==> config.mk <==
export PLATFORM = sky130hd
export DESIGN_NAME = id_ex_stage_flat
export DESIGN_NICKNAME = d
export VERILOG_FILES = /design/src/rtl/id_ex_if.sv /design/src/rtl/id_ex_stage.sv /design/src/flat_wrapper.sv
export SDC_FILE = /design/constraint.sdc
export NUM_CORES = 1
export LEC_CHECK = 0
export ABC_AREA = 1
export CAP_MARGIN = 20
export CELL_PAD_IN_SITES_DETAIL_PLACEMENT = 1
export CELL_PAD_IN_SITES_GLOBAL_PLACEMENT = 2
export CORE_AREA = 2 2 169 171
export CTS_CLUSTER_DIAMETER = 200
export DETAILED_ROUTE_END_ITERATION = 6
export DIE_AREA = 0 0 171 173
export HOLD_SLACK_MARGIN = 0.08
export PLACE_DENSITY_LB_ADDON = 0.3
export REMOVE_ABC_BUFFERS = 1
export SLEW_MARGIN = 25
export SYNTH_ARGS = -nofsm -noshare
export SYNTH_HDL_FRONTEND = slang
export SYNTH_SLANG_ARGS = --single-unit
==> constraint.sdc <==
create_clock -name clk -period 1.65 [get_ports clk]
set_clock_uncertainty 0.05 [all_clocks]
set_input_delay 0.33 -clock clk [delete_from_list [all_inputs] [get_ports clk]]
set_output_delay 0.33 -clock clk [all_outputs]
set_load 0.005 [all_outputs]
==> src/rtl/id_ex_if.sv <==
// ID/EX stage bus: decoder/register-file side (id_*), pipeline control
// (flush, hold, stall) and the registered EX side (ex_*).
// Optional macro ID_EX_STALL_CNT_EN adds the CNT_W parameter and stall_cnt.
`timescale 1ns/1ps
interface id_ex_if #(
  parameter int DATA_W     = 32,
  parameter int REG_ADDR_W = 5
`ifdef ID_EX_STALL_CNT_EN
  , parameter int CNT_W    = 16
`endif
);
  logic                  id_valid;
  logic                  id_reg_dest, id_branch, id_mem_read, id_mem_to_reg;
  logic                  id_mem_write, id_alu_src, id_reg_write;
  logic [1:0]            id_alu_op;
  logic [DATA_W-1:0]     id_rd1, id_rd2, id_imm, id_pc4;
  logic [REG_ADDR_W-1:0] id_rs, id_rt, id_rd;
  logic                  flush, hold, stall;
  logic                  ex_valid;
  logic                  ex_reg_dest, ex_branch, ex_mem_read, ex_mem_to_reg;
  logic                  ex_mem_write, ex_alu_src, ex_reg_write;
  logic [1:0]            ex_alu_op;
  logic [DATA_W-1:0]     ex_rd1, ex_rd2, ex_imm, ex_pc4;
  logic [REG_ADDR_W-1:0] ex_rs, ex_rt, ex_rd;
`ifdef ID_EX_STALL_CNT_EN
  logic [CNT_W-1:0]      stall_cnt;
`endif

  modport master (
    output id_valid, id_reg_dest, id_branch, id_mem_read, id_mem_to_reg,
           id_mem_write, id_alu_src, id_reg_write, id_alu_op,
           id_rd1, id_rd2, id_imm, id_pc4, id_rs, id_rt, id_rd, flush, hold,
    input  stall, ex_valid, ex_reg_dest, ex_branch, ex_mem_read, ex_mem_to_reg,
           ex_mem_write, ex_alu_src, ex_reg_write, ex_alu_op,
           ex_rd1, ex_rd2, ex_imm, ex_pc4, ex_rs, ex_rt, ex_rd
`ifdef ID_EX_STALL_CNT_EN
    , input stall_cnt
`endif
  );

  modport slave (
    input  id_valid, id_reg_dest, id_branch, id_mem_read, id_mem_to_reg,
           id_mem_write, id_alu_src, id_reg_write, id_alu_op,
           id_rd1, id_rd2, id_imm, id_pc4, id_rs, id_rt, id_rd, flush, hold,
    output stall, ex_valid, ex_reg_dest, ex_branch, ex_mem_read, ex_mem_to_reg,
           ex_mem_write, ex_alu_src, ex_reg_write, ex_alu_op,
           ex_rd1, ex_rd2, ex_imm, ex_pc4, ex_rs, ex_rt, ex_rd
`ifdef ID_EX_STALL_CNT_EN
    , output stall_cnt
`endif
  );
endinterface

==> src/rtl/id_ex_stage.sv <==
// ID/EX pipeline register with load-use hazard detection, branch flush and
// downstream hold. Optional macro ID_EX_STALL_CNT_EN adds a saturating
// count of hazard bubbles on stall_cnt.
`timescale 1ns/1ps
module id_ex_stage #(
  parameter int DATA_W     = 32,
  parameter int REG_ADDR_W = 5
`ifdef ID_EX_STALL_CNT_EN
  , parameter int CNT_W    = 16
`endif
) (
  input logic   clk,
  input logic   reset,
  id_ex_if.slave bus
);
  typedef struct packed {
    logic       regDest;
    logic       branch;
    logic       memRead;
    logic       memToReg;
    logic       memWrite;
    logic       aluSrc;
    logic       regWrite;
    logic [1:0] aluOp;
  } ctrl_t;

  typedef enum logic [1:0] {
    UPD_LOAD,
    UPD_FLUSH,
    UPD_HAZARD,
    UPD_HOLD
  } upd_t;

  ctrl_t                 idCtrl, exCtrl;
  logic                  exValid;
  logic [DATA_W-1:0]     exRd1, exRd2, exImm, exPc4;
  logic [REG_ADDR_W-1:0] exRs, exRt, exRd;
  logic                  hazard;
  upd_t                  updMode;

  assign idCtrl = '{regDest: bus.id_reg_dest, branch: bus.id_branch,
                    memRead: bus.id_mem_read, memToReg: bus.id_mem_to_reg,
                    memWrite: bus.id_mem_write, aluSrc: bus.id_alu_src,
                    regWrite: bus.id_reg_write, aluOp: bus.id_alu_op};

  // Load-use detection and update-priority selection (hold > flush > hazard)
  always_comb begin
    hazard  = exValid & exCtrl.memRead & bus.id_valid & (exRt != '0) &
              ((exRt == bus.id_rs) | (exRt == bus.id_rt));
    updMode = UPD_LOAD;
    if (bus.hold)       updMode = UPD_HOLD;
    else if (bus.flush) updMode = UPD_FLUSH;
    else if (hazard)    updMode = UPD_HAZARD;
  end

  // A flush must not stall, so the PC redirect can proceed
  assign bus.stall = bus.hold | (hazard & ~bus.flush);

  // Valid and control bits: bubbles and invalid slots carry no controls
  always_ff @(posedge clk) begin
    if (reset) begin
      exValid <= 1'b0;
      exCtrl  <= '0;
    end else begin
      case (updMode)
        UPD_FLUSH, UPD_HAZARD: begin
          exValid <= 1'b0;
          exCtrl  <= '0;
        end
        UPD_LOAD: begin
          exValid <= bus.id_valid;
          exCtrl  <= bus.id_valid ? idCtrl : '0;
        end
        default: ;
      endcase
    end
  end

  // Data fields and specifiers load on every non-hold edge, bubbles included
  always_ff @(posedge clk) begin
    if (reset) begin
      exRd1 <= '0;
      exRd2 <= '0;
      exImm <= '0;
      exPc4 <= '0;
      exRs  <= '0;
      exRt  <= '0;
      exRd  <= '0;
    end else if (updMode != UPD_HOLD) begin
      exRd1 <= bus.id_rd1;
      exRd2 <= bus.id_rd2;
      exImm <= bus.id_imm;
      exPc4 <= bus.id_pc4;
      exRs  <= bus.id_rs;
      exRt  <= bus.id_rt;
      exRd  <= bus.id_rd;
    end
  end

`ifdef ID_EX_STALL_CNT_EN
  logic [CNT_W-1:0] stallCnt;

  // Saturating count of hazard bubbles only (not hold or flush)
  always_ff @(posedge clk) begin
    if (reset) begin
      stallCnt <= '0;
    end else if (updMode == UPD_HAZARD && stallCnt != '1) begin
      stallCnt <= stallCnt + CNT_W'(1);
    end
  end

  assign bus.stall_cnt = stallCnt;
`endif

  assign bus.ex_valid      = exValid;
  assign bus.ex_reg_dest   = exCtrl.regDest;
  assign bus.ex_branch     = exCtrl.branch;
  assign bus.ex_mem_read   = exCtrl.memRead;
  assign bus.ex_mem_to_reg = exCtrl.memToReg;
  assign bus.ex_mem_write  = exCtrl.memWrite;
  assign bus.ex_alu_src    = exCtrl.aluSrc;
  assign bus.ex_reg_write  = exCtrl.regWrite;
  assign bus.ex_alu_op     = exCtrl.aluOp;
  assign bus.ex_rd1        = exRd1;
  assign bus.ex_rd2        = exRd2;
  assign bus.ex_imm        = exImm;
  assign bus.ex_pc4        = exPc4;
  assign bus.ex_rs         = exRs;
  assign bus.ex_rt         = exRt;
  assign bus.ex_rd         = exRd;
endmodule

==> src/flat_wrapper.sv <==
// flat-port wrapper written by rule: the top's interface ports become plain ports
module id_ex_stage_flat 
#(
  parameter int DATA_W     = 32,
  parameter int REG_ADDR_W = 5

)
  (clk, reset, bus_id_valid, bus_id_reg_dest, bus_id_branch, bus_id_mem_read, bus_id_mem_to_reg, bus_id_mem_write, bus_id_alu_src, bus_id_reg_write, bus_id_alu_op, bus_id_rd1, bus_id_rd2, bus_id_imm, bus_id_pc4, bus_id_rs, bus_id_rt, bus_id_rd, bus_flush, bus_hold, bus_stall, bus_ex_valid, bus_ex_reg_dest, bus_ex_branch, bus_ex_mem_read, bus_ex_mem_to_reg, bus_ex_mem_write, bus_ex_alu_src, bus_ex_reg_write, bus_ex_alu_op, bus_ex_rd1, bus_ex_rd2, bus_ex_imm, bus_ex_pc4, bus_ex_rs, bus_ex_rt, bus_ex_rd);
  id_ex_if #(.DATA_W(DATA_W), .REG_ADDR_W(REG_ADDR_W)) bus_i ();
  input logic clk;
  input logic reset;
  input wire logic [$bits(bus_i.id_valid)-1:0] bus_id_valid;
  input wire logic [$bits(bus_i.id_reg_dest)-1:0] bus_id_reg_dest;
  input wire logic [$bits(bus_i.id_branch)-1:0] bus_id_branch;
  input wire logic [$bits(bus_i.id_mem_read)-1:0] bus_id_mem_read;
  input wire logic [$bits(bus_i.id_mem_to_reg)-1:0] bus_id_mem_to_reg;
  input wire logic [$bits(bus_i.id_mem_write)-1:0] bus_id_mem_write;
  input wire logic [$bits(bus_i.id_alu_src)-1:0] bus_id_alu_src;
  input wire logic [$bits(bus_i.id_reg_write)-1:0] bus_id_reg_write;
  input wire logic [$bits(bus_i.id_alu_op)-1:0] bus_id_alu_op;
  input wire logic [$bits(bus_i.id_rd1)-1:0] bus_id_rd1;
  input wire logic [$bits(bus_i.id_rd2)-1:0] bus_id_rd2;
  input wire logic [$bits(bus_i.id_imm)-1:0] bus_id_imm;
  input wire logic [$bits(bus_i.id_pc4)-1:0] bus_id_pc4;
  input wire logic [$bits(bus_i.id_rs)-1:0] bus_id_rs;
  input wire logic [$bits(bus_i.id_rt)-1:0] bus_id_rt;
  input wire logic [$bits(bus_i.id_rd)-1:0] bus_id_rd;
  input wire logic [$bits(bus_i.flush)-1:0] bus_flush;
  input wire logic [$bits(bus_i.hold)-1:0] bus_hold;
  output wire logic [$bits(bus_i.stall)-1:0] bus_stall;
  output wire logic [$bits(bus_i.ex_valid)-1:0] bus_ex_valid;
  output wire logic [$bits(bus_i.ex_reg_dest)-1:0] bus_ex_reg_dest;
  output wire logic [$bits(bus_i.ex_branch)-1:0] bus_ex_branch;
  output wire logic [$bits(bus_i.ex_mem_read)-1:0] bus_ex_mem_read;
  output wire logic [$bits(bus_i.ex_mem_to_reg)-1:0] bus_ex_mem_to_reg;
  output wire logic [$bits(bus_i.ex_mem_write)-1:0] bus_ex_mem_write;
  output wire logic [$bits(bus_i.ex_alu_src)-1:0] bus_ex_alu_src;
  output wire logic [$bits(bus_i.ex_reg_write)-1:0] bus_ex_reg_write;
  output wire logic [$bits(bus_i.ex_alu_op)-1:0] bus_ex_alu_op;
  output wire logic [$bits(bus_i.ex_rd1)-1:0] bus_ex_rd1;
  output wire logic [$bits(bus_i.ex_rd2)-1:0] bus_ex_rd2;
  output wire logic [$bits(bus_i.ex_imm)-1:0] bus_ex_imm;
  output wire logic [$bits(bus_i.ex_pc4)-1:0] bus_ex_pc4;
  output wire logic [$bits(bus_i.ex_rs)-1:0] bus_ex_rs;
  output wire logic [$bits(bus_i.ex_rt)-1:0] bus_ex_rt;
  output wire logic [$bits(bus_i.ex_rd)-1:0] bus_ex_rd;
  assign bus_i.id_valid = bus_id_valid;
  assign bus_i.id_reg_dest = bus_id_reg_dest;
  assign bus_i.id_branch = bus_id_branch;
  assign bus_i.id_mem_read = bus_id_mem_read;
  assign bus_i.id_mem_to_reg = bus_id_mem_to_reg;
  assign bus_i.id_mem_write = bus_id_mem_write;
  assign bus_i.id_alu_src = bus_id_alu_src;
  assign bus_i.id_reg_write = bus_id_reg_write;
  assign bus_i.id_alu_op = bus_id_alu_op;
  assign bus_i.id_rd1 = bus_id_rd1;
  assign bus_i.id_rd2 = bus_id_rd2;
  assign bus_i.id_imm = bus_id_imm;
  assign bus_i.id_pc4 = bus_id_pc4;
  assign bus_i.id_rs = bus_id_rs;
  assign bus_i.id_rt = bus_id_rt;
  assign bus_i.id_rd = bus_id_rd;
  assign bus_i.flush = bus_flush;
  assign bus_i.hold = bus_hold;
  assign bus_stall = bus_i.stall;
  assign bus_ex_valid = bus_i.ex_valid;
  assign bus_ex_reg_dest = bus_i.ex_reg_dest;
  assign bus_ex_branch = bus_i.ex_branch;
  assign bus_ex_mem_read = bus_i.ex_mem_read;
  assign bus_ex_mem_to_reg = bus_i.ex_mem_to_reg;
  assign bus_ex_mem_write = bus_i.ex_mem_write;
  assign bus_ex_alu_src = bus_i.ex_alu_src;
  assign bus_ex_reg_write = bus_i.ex_reg_write;
  assign bus_ex_alu_op = bus_i.ex_alu_op;
  assign bus_ex_rd1 = bus_i.ex_rd1;
  assign bus_ex_rd2 = bus_i.ex_rd2;
  assign bus_ex_imm = bus_i.ex_imm;
  assign bus_ex_pc4 = bus_i.ex_pc4;
  assign bus_ex_rs = bus_i.ex_rs;
  assign bus_ex_rt = bus_i.ex_rt;
  assign bus_ex_rd = bus_i.ex_rd;
  id_ex_stage #(.DATA_W(DATA_W), .REG_ADDR_W(REG_ADDR_W)) u_core (.clk(clk), .reset(reset), .bus(bus_i));
endmodule
==> results.rst, run 1 <==
.. list-table::
   :header-rows: 1

   * - Metric
     - Value
   * - Status
     - complete, but fails checks
   * - Violated checks
     - setup timing
   * - Post-synthesis to final-layout area growth
     - 75.3%
   * - CTS tree
     - done
   * - First-pass GRT wire length
     - around 33000 um
   * - Slowest stage cell on the critical path
     - sky130_fd_sc_hd__clkdlybuf4s50_1
   * - Reg-to-reg startpoint
     - u_core.bus.ex_rt[1]
   * - Area of the die
     - a little under 0.03 mm^2
   * - Total routing usage reported by global routing
     - between 10 and 15%
   * - Routability congestion estimate from global placement
     - 0.695
   * - Count of final setup violators
     - 1
   * - Maximum number of pins on one net before global-route repair
     - between 80 and 90
   * - Time the worst path needs with I/O delays and setup
     - about 1800 ps
   * - Post-CTS setup buffers
     - 0
   * - Final worst setup slack
     - -188 ps
   * - Ratio of final minimum period to clock period
     - 111%
   * - Arrival time reported for the critical path endpoint
     - 1460 ps
   * - Number of violations of the max-capacitance limit
     - 0
   * - Design Power
     - 9.40 mW
   * - Fraction of power spent switching nets
     - 25.1%
   * - Leftover overflow at the end of global routing
     - 0
   * - IO Port Bufs
     - between 300 and 400
   * - Clock sink count
     - ~150
   * - HPWL after detailed placement
     - ~15000 um
   * - Synthesized cell area
     - 0.00548 mm^2
   * - Power share of the sequential group
     - a little over two fifths
   * - Switching power summed over all nets
     - 2.35 mW
   * - Mean instance size in the synthesized netlist
     - between 7 and 8 um^2
   * - List of cells traversed by the critical path
     - clkdlybuf4s50_1 -> inv_1 -> nand2_1 -> nand2_1 -> nor2_1 -> nand3_1 -> nand2_1 -> nand2_2 -> nand2_1 -> buf_2
   * - Worst endpoint required time
     - between 1000 and 1500 ps
   * - Maximum buffer depth of the clock tree
     - 2
   * - Destination of the worst hold path
     - u_core.bus.ex_rt[0]
   * - Iteration-0 DRC count of the detailed router
     - 204
   * - Fraction of layout instances using a drive strength above 1
     - between 8 and 9%
   * - Combinational group share of total power
     - a little over an eighth
   * - Starting utilization of the core area
     - 19.8%
   * - Cts bufs inserted
     - 17
   * - Vert. Die Dim
     - approximately 170 um
   * - Library cell appearing most often on the critical path
     - sky130_fd_sc_hd__nand2_1
   * - P_leak
     - between 4 and 5 nW
   * - Final hold viol count
     - 0
   * - Number of antenna violations at the first check in global routing
     - 1
   * - Highest clock rate
     - 0.544 GHz
   * - Internal reg-to-reg setup slack
     - approximately 260 ps
   * - Synth warnings
     - 0
   * - Detail-routed via count per cell
     - a little over 4
   * - Worst reg2reg path endpoint
     - u_core.bus.ex_mem_to_reg
   * - FF+latch count, synth
     - around 150
   * - Critical path class
     - in2out
   * - Number of DRC violations after detailed routing
     - 0
   * - Pre-Repair DR Iteration Count
     - 4
   * - Worst Hold Depth
     - 3
   * - Largest stage delay, worst path
     - roughly 500 ps
   * - Max IR drop VDD
     - between 500 and 600 uV
   * - Routed vias
     - 5735
   * - Later-pin clock latency in the skew report
     - roughly 420 ps
   * - Top fanout value on the critical path
     - 3
   * - Row count
     - 61
   * - Overall die width
     - 171 um
   * - Count of distinct cell types in the synthesized netlist
     - 17
   * - Design internal power
     - around 7.0 mW
   * - Antenna violation net count after detailed routing
     - 0
   * - Max-slew headroom at the worst pin
     - 74.3%
   * - Synthesized netlist cell count
     - between 700 and 800
   * - Detailed-route wire length
     - between 20000 and 25000 um
   * - Number of nets in the layout
     - between 1000 and 1500
   * - Deepest level of the CTS H-tree
     - 4
   * - Startpoint of the lowest-slack hold path
     - bus_id_rt[0]
   * - Relative contribution of the clock network to total power
     - roughly 44%
   * - Path class of the lowest-slack min-delay path
     - in2reg
   * - Proportion of synthesized chip area in sequential cells
     - a little under three fifths
   * - Clock transition at the registers of the reported paths
     - 70 ps
   * - Depth of the worst register-to-register path
     - 9
   * - Endpoint class of the critical path
     - output port
   * - Pin slew with the least headroom to its limit
     - ~390 ps
   * - Final routed wire length divided by cell count
     - roughly 15 um
   * - Top delay family on crit path
     - buffers and inverters
   * - Via count of the first global-routing pass
     - 5750
   * - Critical path startpoint category
     - primary input
   * - RSZ-0062 raised after global routing
     - true
   * - Clock tree root buffer cell
     - sky130_fd_sc_hd__clkbuf_16
   * - Top-level I/O count
     - around 310
   * - Pins Over Slew Limit
     - 0
   * - Power density over the cells
     - roughly 980 mW/mm^2
   * - Final core occ
     - between 30% and 40%
   * - Core Area
     - 0.0276 mm^2
   * - Crit path buf inv count
     - 3
[cell usage in the layout (no fill, tap or decap), drive strengths merged, types with 6 or more instances in the layout]
| master | instances |
|---|---|
| a211oi | 6 |
| a21oi | 147 |
| buf | 33 |
| clkbuf | 19 |
| clkdlybuf4s50 | 148 |
| dfxtp | 153 |
| dlygate4sd2 | 151 |
| dlymetal6s2s | 8 |
| inv | 18 |
| nand2 | 307 |
| nand4 | 10 |
| nor2 | 17 |
[timing repair]
| item | CTS | global route |
|---|---|---|
| pin swaps | 6 | 9 |
| gates resized for setup | 178 | 21 |
| endpoints found under the setup margin | 154 | 4 |
| hold buffers | 0 | 0 |
[layer usage]
metal  global-route usage, %  wire length, um  vias to the layer above
li1                        -                -                     2893
met1                    16.9             9070                     2635
met2                    23.3             9970                      190
met3                    6.66             2060                       17
met4                    4.24              264                        0
met5                       0                0                        -
[area by class of cell]
| cell class | count | area (um^2) |
|---|---|---|
| Sequential cell | 153 | 3090 |
| Tap cell | 378 | 473 |
| Clock buffer | 19 | 443 |
| Timing Repair Buffer | 340 | 3250 |
| Antenna cell | 1 | 2.50 |
| Inverter | 14 | 60.1 |
| Fill cell | 3355 | 18000 |
| Multi-Input combinational cell | 493 | 2130 |
| Clock inverter | 12 | 164 |
[worst max-delay path by stage]
| stage | startpoint | end | slack [ps] | depth (start not counted) |
|---|---|---|---|---|
| floorplan | bus_hold | bus_stall | -370 | 2 |
| global placement | bus_id_rt[1] | bus_stall | -630 | 10 |
| detailed placement | bus_id_rs[0] | bus_stall | -650 | 10 |
| CTS | u_core.bus.ex_rt[0] | bus_stall | -230 | 9 |
| global route | u_core.bus.ex_rt[1] | bus_stall | -300 | 9 |
| finish | bus_id_rt[3] | bus_stall | -190 | 10 |
[synth_stat cells, drive strengths merged]
library cell  number  area share [%]
a211oi             6            0.82
a21oi            147              13
buf               36             3.6
clkbuf            16             1.3
dfxtp            153              56
inv               14            0.96
nand2            307              21
nand3              4            0.37
nand4             10             1.1
nor2              17             1.2
xnor2              2            0.32
[per-stage QoR]
step           area [um^2]  TNS (ps)  cells  hold slack, ps  setup slack [ps]
2_1_floorplan         5220    -29900    660             349              -374
4_1_cts               9550      -380   1409             259              -232
5_1_grt               9610      -304   1410             158              -304
6_report              9610      -188   1410             164              -188
3_3_place_gp          9100     -2230   1378             390              -632
3_5_place_dp          9100     -2490   1378             397              -647
[worst reg2reg max path: stages, from the launching register on]
cell and delay, ps:
sky130_fd_sc_hd__dfxtp_4 370, sky130_fd_sc_hd__buf_6 120, sky130_fd_sc_hd__nor2_4 90, sky130_fd_sc_hd__nand3_2 80, sky130_fd_sc_hd__nand4_1 80, sky130_fd_sc_hd__inv_1 50, sky130_fd_sc_hd__nand2_2 50, sky130_fd_sc_hd__buf_4 160
sky130_fd_sc_hd__nand4_1 110, sky130_fd_sc_hd__a21oi_1 150
[power by group through the flow]
stage                     sequential, mW  combinational [mW]  clock, mW
final                               3.99                1.26       4.15
after global routing                4.02                1.40       4.46
after CTS                           3.99                1.28       4.33
after detailed placement            4.08                1.40          0
after global placement              4.07                1.40          0
after floorplan                     4.09               0.291          0
[logic make-up (layout without fill, tap and decap cells)]
group                  after synthesis  count (layout)  synth area share, %
flip-flops                         153             153                 55.9
other                                0               1                    0
AND/OR/NAND/NOR                    338             338                 23.7
buffers and inverters               66             385                 5.86
XOR/XNOR                             2               2                0.319
AO/OA/AOI/OAI                      153             153                 14.2
Note: power is estimated with default switching activity, not from simulation.
==> inputs of run 2 (changes only) <==
- HOLD_SLACK_MARGIN: 0.08 -> unset
- RECOVER_POWER: unset -> 100
==> results.rst, run 2 (synthesized netlist as in run 1, its figures left out) <==
.. list-table::
   :header-rows: 1

   * - Metric
     - Value
   * - CTS Hold Bufs
     - 0
   * - Clock sink count
     - between 150 and 200
   * - Internal reg-to-reg setup slack
     - roughly 260 ps
   * - Area of the die
     - 0.0296 mm^2
   * - Top fanout value on the critical path
     - 3
   * - Path class of the lowest-slack min-delay path
     - in2reg
   * - Endpoint class of the critical path
     - output port
   * - Pin slew with the least headroom to its limit
     - between 600 and 700 ps
   * - Depth of the worst register-to-register path
     - 9
   * - Design internal power
     - between 7 and 8 mW
   * - Fraction of power spent switching nets
     - 25.1%
   * - Deepest level of the CTS H-tree
     - 4
   * - Via count of the first global-routing pass
     - 5750
   * - Power density over the cells
     - about 980 mW/mm^2
   * - Fin cells
     - approximately 1400
   * - RSZ-0062 raised after global routing
     - true
   * - Final worst setup slack
     - -191 ps
   * - Violated checks
     - setup timing
   * - Met2 routed wirelength
     - 9970 um
   * - Max-slew headroom at the worst pin
     - between 50% and 60%
   * - Final core occ
     - 34.7%
   * - Destination of the worst hold path
     - u_core.bus.ex_rt[0]
   * - Time the worst path needs with I/O delays and setup
     - around 1800 ps
   * - CTS tree
     - done
   * - Arrival time reported for the critical path endpoint
     - 1460 ps
   * - Met1 WL
     - between 9000 and 10000 um
   * - Leftover overflow at the end of global routing
     - 0
   * - Most common cell after layout, fill and taps aside
     - sky130_fd_sc_hd__nand2_1
   * - Critical path class
     - in2out
   * - Ratio of final minimum period to clock period
     - 112%
   * - Routability congestion estimate from global placement
     - 0.695
   * - Status
     - complete, but fails checks
   * - Starting utilization of the core area
     - about a fifth
   * - Core Area
     - ~0.028 mm^2
   * - Routed vias
     - between 5000 and 6000
   * - Placed Cells
     - 1378
   * - Routed wire length on met3
     - 2070 um
   * - Cts bufs inserted
     - 17
   * - Top-level I/O count
     - about 310
   * - Maximum number of pins on one net before global-route repair
     - just over 80
   * - Vert. Die Dim
     - 173 um
   * - Final routed wire length divided by cell count
     - about 15 um
   * - Antenna violation net count after detailed routing
     - 0
   * - Final hold viol count
     - 0
   * - First-pass GRT wire length
     - around 33000 um
   * - Number of nets in the layout
     - 1176
   * - Later-pin clock latency in the skew report
     - 420 ps
   * - Combinational group share of total power
     - between 10% and 20%
   * - Critical path startpoint category
     - primary input
   * - P_leak
     - around 4.4 nW
   * - Clock tree root buffer cell
     - sky130_fd_sc_hd__clkbuf_16
   * - Fraction of layout instances using a drive strength above 1
     - 7.86%
   * - Reg-to-reg startpoint
     - u_core.bus.ex_rt[1]
   * - Worst reg2reg path endpoint
     - u_core.bus.ex_mem_to_reg
   * - Row count
     - 61
   * - Maximum buffer depth of the clock tree
     - 2
   * - IO Port Bufs
     - 310
   * - HPWL after detailed placement
     - around 15000 um
   * - Max IR drop VDD
     - a little under 600 uV
   * - Post-CTS setup buffers
     - 0
   * - Highest clock rate
     - roughly 0.54 GHz
   * - Count of final setup violators
     - 1
   * - Number of DRC violations after detailed routing
     - 0
   * - Pins Over Slew Limit
     - 0
   * - Startpoint of the lowest-slack hold path
     - bus_id_rt[0]
   * - Iteration-0 DRC count of the detailed router
     - roughly 200
   * - Uppermost signal routing layer after detailed routing
     - met4
   * - Detail-routed via count per cell
     - approximately 4.1
   * - Relative contribution of the clock network to total power
     - between 40 and 50%
   * - Switching power summed over all nets
     - approximately 2.4 mW
   * - Number of violations of the max-capacitance limit
     - 0
   * - Number of antenna violations at the first check in global routing
     - 1
   * - Worst endpoint required time
     - 1270 ps
   * - Clock transition at the registers of the reported paths
     - 70 ps
   * - Most used cells in the layout excluding fill and tap cells
     - sky130_fd_sc_hd__nand2_1, sky130_fd_sc_hd__dlygate4sd2_1, sky130_fd_sc_hd__clkdlybuf4s50_1, sky130_fd_sc_hd__a21oi_1, sky130_fd_sc_hd__dfxtp_1
   * - Total routing usage reported by global routing
     - between 10 and 15%
   * - Minimum setup slack after placement
     - -647 ps
   * - Post-synthesis to final-layout area growth
     - 74.7%
   * - Detailed-route wire length
     - ~21000 um
   * - Worst Hold Depth
     - 3
   * - Overall die width
     - about 170 um
   * - Pre-Repair DR Iteration Count
     - 4
   * - Power share of the sequential group
     - 42.5%
run 2: cell types whose count changed in the layout (fill, tap and decap cells not counted), sizes merged:
cell and delta:
buf -2, clkbuf +2, dlymetal6s2s -1, dlymetal6s4s +1
run 2: final cells by class:
class / count / area, um^2
antenna: 1 / 2.50
timing repair buffer: 340 / 3220
clock buffer: 19 / 443
multi-input combinational: 493 / 2130
sequential: 153 / 3080
fill: 3360 / 18000
inverter: 14 / 60.1
tap: 378 / 473
clock inverter: 12 / 164
run 2: how the worst max path moves through the flow:
stage	from	end
6_report	bus_id_rt[3]	bus_stall
2_1_floorplan	bus_hold	bus_stall
5_1_grt	u_core.bus.ex_rt[1]	bus_stall
3_5_place_dp	bus_id_rs[0]	bus_stall
4_1_cts	u_core.bus.ex_rt[0]	bus_stall
3_3_place_gp	bus_id_rt[1]	bus_stall
run 2: critical path, stage by stage:
cell	delay [ps]
sky130_fd_sc_hd__clkdlybuf4s50_1	500
sky130_fd_sc_hd__inv_1	50
sky130_fd_sc_hd__nand2_1	50
sky130_fd_sc_hd__nand2_1	50
sky130_fd_sc_hd__nor2_1	100
sky130_fd_sc_hd__nand3_1	80
sky130_fd_sc_hd__nand2_1	90
sky130_fd_sc_hd__nand2_2	60
sky130_fd_sc_hd__nand2_1	40
sky130_fd_sc_hd__buf_2	110
run 2: per-layer routing:
layer / GRT usage, % / up-vias
met3: 6.66 / 17
met4: 4.24 / 0
met1: 16.9 / 2638
met5: 0 / -
met2: 23.3 / 192
li1: - / 2893
run 2: what timing repair did:
item / CTS / global route
pin swaps: 6 / 9
endpoints found under the setup margin: 154 / 4
gates resized for setup: 178 / 21
run 2: metrics by stage:
step                TNS, ps  cell area (um^2)  hold slack [ps]  total power [mW]
global placement      -2230              9100              390              5.47
global route           -304              9580              158              9.87
detailed placement    -2490              9100              397              5.48
finish                 -191              9580              164              9.39
CTS                    -380              9550              259              9.60
floorplan            -29900              5220              349              4.38
run 2: power groups by stage:
| stage | registers (mW) | logic (mW) | clock network (mW) |
|---|---|---|---|
| after floorplan | 4.09 | 0.291 | 0 |
| after global placement | 4.07 | 1.40 | 0 |
| after detailed placement | 4.08 | 1.40 | 0 |
| after CTS | 3.99 | 1.28 | 4.33 |
| after global routing | 4.01 | 1.39 | 4.46 |
| final | 3.99 | 1.25 | 4.15 |
